`config.mk`:
```
export PLATFORM = sky130hd
export DESIGN_NAME = ex_mem_flag_stage
export DESIGN_NICKNAME = d
export VERILOG_FILES = /design/src/rtl/alu_pkg.sv /design/src/rtl/branch_cond_eval.sv /design/src/rtl/ex_mem_flag_stage.sv
export SDC_FILE = /design/constraint.sdc
export NUM_CORES = 1
export LEC_CHECK = 0
export ABC_AREA = 1
export CELL_PAD_IN_SITES_DETAIL_PLACEMENT = 0
export CELL_PAD_IN_SITES_GLOBAL_PLACEMENT = 1
export CORE_UTILIZATION = 24
export CTS_CLUSTER_SIZE = 28
export DETAILED_ROUTE_END_ITERATION = 8
export GPL_TIMING_DRIVEN = 0
export PLACE_DENSITY = 0.8
export SKIP_CTS_REPAIR_TIMING = 1
export SLEW_MARGIN = 10
export SYNTH_ARGS = -nofsm -noshare
export SYNTH_HDL_FRONTEND = slang
export SYNTH_SLANG_ARGS = --single-unit
```
`constraint.sdc`:
```
create_clock -name clk -period 0.9 [get_ports clk]
set_input_delay 0.09 -clock clk [delete_from_list [all_inputs] [get_ports clk]]
set_output_delay 0.09 -clock clk [all_outputs]
set_load 0.03 [all_outputs]
```
`src/rtl/alu_pkg.sv`:
```
// Shared definitions for the saturating ALU and its downstream EX/MEM flag stage:
// opcodes, branch condition codes, the architectural flag struct and datapath width.
package alu_pkg;

  localparam int DATA_W = 16;

  localparam logic [3:0] OP_ADD    = 4'h0;
  localparam logic [3:0] OP_SUB    = 4'h1;
  localparam logic [3:0] OP_XOR    = 4'h2;
  localparam logic [3:0] OP_RED    = 4'h3;
  localparam logic [3:0] OP_SLL    = 4'h4;
  localparam logic [3:0] OP_SRA    = 4'h5;
  localparam logic [3:0] OP_ROR    = 4'h6;
  localparam logic [3:0] OP_PADDSB = 4'h7;

  localparam logic [2:0] BR_NEQ    = 3'b000;
  localparam logic [2:0] BR_EQ     = 3'b001;
  localparam logic [2:0] BR_GT     = 3'b010;
  localparam logic [2:0] BR_LT     = 3'b011;
  localparam logic [2:0] BR_GTE    = 3'b100;
  localparam logic [2:0] BR_LTE    = 3'b101;
  localparam logic [2:0] BR_OVFL   = 3'b110;
  localparam logic [2:0] BR_UNCOND = 3'b111;

  typedef struct packed {
    logic z;
    logic v;
    logic n;
  } flags_t;

endpackage

```
`src/rtl/branch_cond_eval.sv`:
```
// Combinational branch condition evaluator: maps a 3-bit condition code and the
// architectural flags onto a single taken/not-taken condition bit.
module branch_cond_eval
  import alu_pkg::*;
(
  input  flags_t     flags,
  input  logic [2:0] br_cond,
  output logic       cond
);

  always_comb begin
    cond = 1'b0;
    case (br_cond)
      BR_NEQ:    cond = ~flags.z;
      BR_EQ:     cond = flags.z;
      BR_GT:     cond = ~flags.z & ~flags.n;
      BR_LT:     cond = flags.n;
      BR_GTE:    cond = flags.z | ~flags.n;
      BR_LTE:    cond = flags.z | flags.n;
      BR_OVFL:   cond = flags.v;
      BR_UNCOND: cond = 1'b1;
      default:   cond = 1'b0;
    endcase
  end

endmodule

```
`src/rtl/ex_mem_flag_stage.sv`:
```
// EX/MEM pipeline register plus the Z/V/N flag register with per-opcode selective
// update, and EX-stage branch resolution against the registered flags.
module ex_mem_flag_stage #(
  parameter int DATA_W = alu_pkg::DATA_W,
  parameter int REG_W  = 4
) (
  input  logic              clk,
  input  logic              rst,
  input  logic [DATA_W-1:0] alu_result,
  input  logic              alu_ovfl,
  input  logic              alu_sign,
  input  logic              ex_valid,
  input  logic [3:0]        ex_opcode,
  input  logic [REG_W-1:0]  ex_rd,
  input  logic              ex_wr_en,
  input  logic              br_en,
  input  logic [2:0]        br_cond,
  input  logic              stall,
  input  logic              flush,
  output logic [DATA_W-1:0] mem_result,
  output logic [REG_W-1:0]  mem_rd,
  output logic              mem_wr_en,
  output logic              mem_valid,
  output logic              flag_z,
  output logic              flag_v,
  output logic              flag_n,
  output logic              br_taken
);

  import alu_pkg::*;

  // Handshake: an EX instruction moves into EX/MEM on a rising edge when
  // ex_valid=1, stall=0 and flush=0; stall freezes EX/MEM and flags, flush
  // (which wins over stall) drops the instruction, and rst wins over both.
  logic [DATA_W-1:0] mem_result_q, mem_result_d;
  logic [REG_W-1:0]  mem_rd_q, mem_rd_d;
  logic              mem_wr_en_q, mem_wr_en_d;
  logic              mem_valid_q, mem_valid_d;
  flags_t            flags_q, flags_d;
  logic              advance;
  logic              cond;

  assign advance = ex_valid & ~stall & ~flush;

  always_comb begin
    mem_result_d = mem_result_q;
    mem_rd_d     = mem_rd_q;
    mem_wr_en_d  = mem_wr_en_q;
    mem_valid_d  = mem_valid_q;
    if (flush) begin
      mem_valid_d = 1'b0;
      mem_wr_en_d = 1'b0;
    end else if (!stall) begin
      mem_valid_d  = ex_valid;
      mem_result_d = alu_result;
      mem_rd_d     = ex_rd;
      mem_wr_en_d  = ex_wr_en & ex_valid;
    end
  end

  // Zero is derived here from the saturated result, not taken from the ALU.
  always_comb begin
    flags_d = flags_q;
    if (advance && !br_en) begin
      case (ex_opcode)
        OP_ADD, OP_SUB: begin
          flags_d.z = (alu_result == '0);
          flags_d.v = alu_ovfl;
          flags_d.n = alu_sign;
        end
        OP_XOR, OP_SLL, OP_SRA, OP_ROR: flags_d.z = (alu_result == '0);
        default: flags_d = flags_q;
      endcase
    end
  end

  always_ff @(posedge clk) begin
    if (rst) begin
      mem_result_q <= '0;
      mem_rd_q     <= '0;
      mem_wr_en_q  <= 1'b0;
      mem_valid_q  <= 1'b0;
      flags_q      <= '0;
    end else begin
      mem_result_q <= mem_result_d;
      mem_rd_q     <= mem_rd_d;
      mem_wr_en_q  <= mem_wr_en_d;
      mem_valid_q  <= mem_valid_d;
      flags_q      <= flags_d;
    end
  end

  branch_cond_eval u_branch_cond_eval (
    .flags   (flags_q),
    .br_cond (br_cond),
    .cond    (cond)
  );

  // No forwarding: the branch sees only flags already committed to flags_q.
  assign br_taken = ex_valid & br_en & ~flush & ~rst & cond;

  assign mem_result = mem_result_q;
  assign mem_rd     = mem_rd_q;
  assign mem_wr_en  = mem_wr_en_q;
  assign mem_valid  = mem_valid_q;
  assign flag_z     = flags_q.z;
  assign flag_v     = flags_q.v;
  assign flag_n     = flags_q.n;

endmodule

```
==> impl_summary.txt <==
----------------------------------------------------
[Timing]
  TNS Setup ... -0.518 ns
  Number of pins with negative max-slew slack in the final report ... 0
  Max-slew headroom ... between 80% and 90%
  Peak clock frequency supported by timing ... 767 MHz
  Worst Max-Slew Pin Slew ... ~0.22 ns
  Number of hold violations in the final report ... 0
  Final setup skew ... 0 ns
  Number of endpoints failing setup at the final stage ... 4
  Min cycle time layout ... 1.30 ns
  RSZ-0062 raised after global routing ... yes
  Final period util ... 145%
  Final critical-path setup slack ... -0.405 ns

[Yosys]
  Gate count of the mapped netlist ... approximately 160
  Register area share after synthesis ... between 40% and 50%
  Cell taking the most area after synthesis ... sky130_fd_sc_hd__dfxtp_1
  Synth warnings ... 0
  Synth top area share ... a little under half
  Synth cell types ... 12
  Register bit total from synthesis ... 25
  Syn Nets ... 197
  Mean instance size in the synthesized netlist ... about 6.6 um^2
  Syn Std Cell Area ... 1060 um^2
  Top cells by area, synth ... sky130_fd_sc_hd__dfxtp_1, sky130_fd_sc_hd__nor2_1, sky130_fd_sc_hd__o21ai_0

[Global route]
  Pin count of the biggest net entering global routing ... 16
  Number of antenna violations at the first check in global routing ... 0
  Global-route track usage on met1 ... between 15 and 20%
  Via count of the first global-routing pass ... ~1.0k
  Aggregate global routing overflow ... 0
  M3 GR Usage ... ~4.3%
  Overall track demand over capacity in global routing ... 13.1%
  First-pass GRT wire length ... 4600 um
  Met2 global-route usage ... a little over a fifth
  Highest-utilization routing layer at the global route stage ... met2

[Worst setup path]
  Reg2Reg Launch Point ... flag_z$_SDFFE_PP0P_
  Arrival time of the worst setup path ... roughly 1.2 ns
  Element type at the critical path start ... flop
  Family of cells with the greatest summed delay on the critical path ... flip-flops
  Category of the critical setup timing path ... reg2out
  Reg2reg end ... flag_z$_SDFFE_PP0P_
  Worst-path maximum fanout ... 3
  Slowest stage cell, crit path ... sky130_fd_sc_hd__dfxtp_4
  Required time of the critical path ... 0.81 ns
  R2r worst-path depth ... 4
  Setup slack on the worst flop-to-flop path ... between 0.2 and 0.25 ns
  Crit-path cells ... inv_4 > nor2_4 > nor2_1 > nand2_1 > nand2_2 > a21oi_4 > buf_6
  Slowest Stage Delay on Critical Path ... ~0.38 ns
  Element type at the critical path end ... primary output
  CP bufs+invs ... 2

[Route]
  Pre-Repair DR Iteration Count ... 4
  ANT nets after route ... 0
  Via-to-Cell Ratio ... between 4 and 5
  Via Count ... about 1.2k
  Final wirelength ... approximately 2900 um
  DR WL/cell ... a little over 10 um
  Detailed-route DRC error count ... 0
  Iter 0 DRT Violations ... 29

[Clock tree]
  Clock tree root driver cell ... sky130_fd_sc_hd__clkbuf_8
  Number of buffers on the longest clock path ... 2
  H-tree level count ... 1
  Total CTS buffers ... 3
  Insertion delay to the later sink of the worst-skew pair ... about 0.27 ns
  Clock sink total ... 25
  Clock tree from TritonCTS ... built
  CTS clock-pin slew for the worst setup and hold paths ... 0.09 ns

[Layout]
  Area Overhead vs Synth ... 73.7%
  Fraction of final layout cells with drive strength greater than 1 ... 24.7%
  Most common cell after layout, fill and taps aside ... sky130_fd_sc_hd__nor2_1
  Count of inserted antenna diode cells ... 0
  Share of the core filled with cells in the final layout ... ~45%
  Layout fillers ... 463
  Finished Layout Cells ... between 200 and 300
  Area taken by flip-flops and latches ... 513 um^2
  Commonest non-fill, non-tap cells in the layout ... sky130_fd_sc_hd__nor2_1, sky130_fd_sc_hd__clkdlybuf4s50_1, sky130_fd_sc_hd__nand2_1, sky130_fd_sc_hd__o21ai_0, sky130_fd_sc_hd__dfxtp_1
  Area used by multi-input combinational logic ... ~530 um^2
  Number of nets in the final layout ... 264

[Pwr]
  Cell Pwr Density ... roughly 1300 nW/um^2
  Cell leakage power ... approximately 0.00086 uW
  Worst voltage drop across the vdd grid ... about 920 uV

[Floorplanning]
  Top Ports ... 62
  Total Die Area ... approximately 4700 um^2
  Row cnt ... 23
  Die Y ... a little under 70 um
  Initial Utilization ... about 26%
  Chip width ... around 69 um
  Placeable core region ... slightly above 4000 um^2

[Hold path]
  Hold_sp ... stall
  Worst hold-check path type ... in2reg
  Destination of the worst hold path ... mem_wr_en$_SDFFE_PP0N_
  Worst hold path depth ... 3

[Status]
  Failing checks ... negative setup slack
  Result of the run ... finished with violations

[Flow run]
  Number of max-cap violations ... 0

[Placed design]
  Final HPWL from detailed placement ... 2100 um
  Number of placed cells counting well taps ... ~270
  Worst setup slack before clock tree synthesis ... -0.958 ns
  Global placement routability congestion ... between 0.6 and 0.7
  Port Buf Inserts ... 61

----------------------------------------------------
## worst max path at each step
stage / startpoint / endpoint / slack (ns) / cells past startpoint
2_1_floorplan: flag_z$_SDFFE_PP0P_ / br_taken / -0.14 / 6
3_3_place_gp: br_cond[1] / br_taken / -0.97 / 8
3_5_place_dp: br_cond[1] / br_taken / -0.96 / 8
4_1_cts: br_cond[1] / br_taken / -0.96 / 8
5_1_grt: flag_z$_SDFFE_PP0P_ / br_taken / -0.47 / 7
6_report: flag_z$_SDFFE_PP0P_ / br_taken / -0.40 / 7
## logic make-up after synthesis
group                  synth area share [%]
AO/OA/AOI/OAI                          12.2
flip-flops                             47.1
AND/OR/NAND/NOR                        34.2
buffers and inverters                  6.48
## routing by layer
metal / wire length, um / share of wire [%]
met1: 1320 / 46
met2: 1270 / 45
met3: 239 / 8.4
met4: 13 / 0.46
met5: 0 / 0
## per-stage QoR
step / cell area (um^2) / total power, uW / hold slack (ns)
6_report: 1850 / 2490 / 0.170
2_1_floorplan: 1080 / 1490 / 0.225
3_3_place_gp: 1760 / 1820 / 0.445
4_1_cts: 1800 / 2520 / 0.392
3_5_place_dp: 1760 / 1820 / 0.448
5_1_grt: 1850 / 2640 / 0.173
## cell usage after synthesis
| master | count |
|---|---|
| sky130_fd_sc_hd__a21oi_1 | 5 |
| sky130_fd_sc_hd__buf_2 | 4 |
| sky130_fd_sc_hd__clkbuf_1 | 2 |
| sky130_fd_sc_hd__dfxtp_1 | 25 |
| sky130_fd_sc_hd__inv_1 | 10 |
| sky130_fd_sc_hd__inv_2 | 1 |
| sky130_fd_sc_hd__nand2_1 | 23 |
| sky130_fd_sc_hd__nand3_1 | 3 |
| sky130_fd_sc_hd__nor2_1 | 65 |
| sky130_fd_sc_hd__nor2_2 | 1 |
| sky130_fd_sc_hd__nor2_4 | 1 |
| sky130_fd_sc_hd__o21ai_0 | 21 |
## flip-flops by register name, summed over array words and instances (netlist names)
name,flops
mem_result,16
mem_rd,4
flag_n,1
flag_v,1
flag_z,1
mem_valid,1
mem_wr_en,1
## cell type report
cell class                      count  area share [%]
Clock inverter                      1           0.339
Timing Repair Buffer               62            32.9
Sequential cell                    25            27.8
Inverter                           11            2.37
Buffer                              6            2.37
Multi-Input combinational cell    119            28.5
Clock buffer                        3            2.24
Tap cell                           50            3.39
## power by group
part           switching, uW  internal (uW)
sequential              36.2           1170
clock                    361            316
combinational            307            296
total                    704           1780
## worst register-to-register path: cells and delay by family, from the launching register on
family	cells	cell delay (ns)
flip-flops	1	0.37
buffers and inverters	1	0.06
AND/OR/NAND/NOR	3	0.14
(Power assumes the default switching activity.)
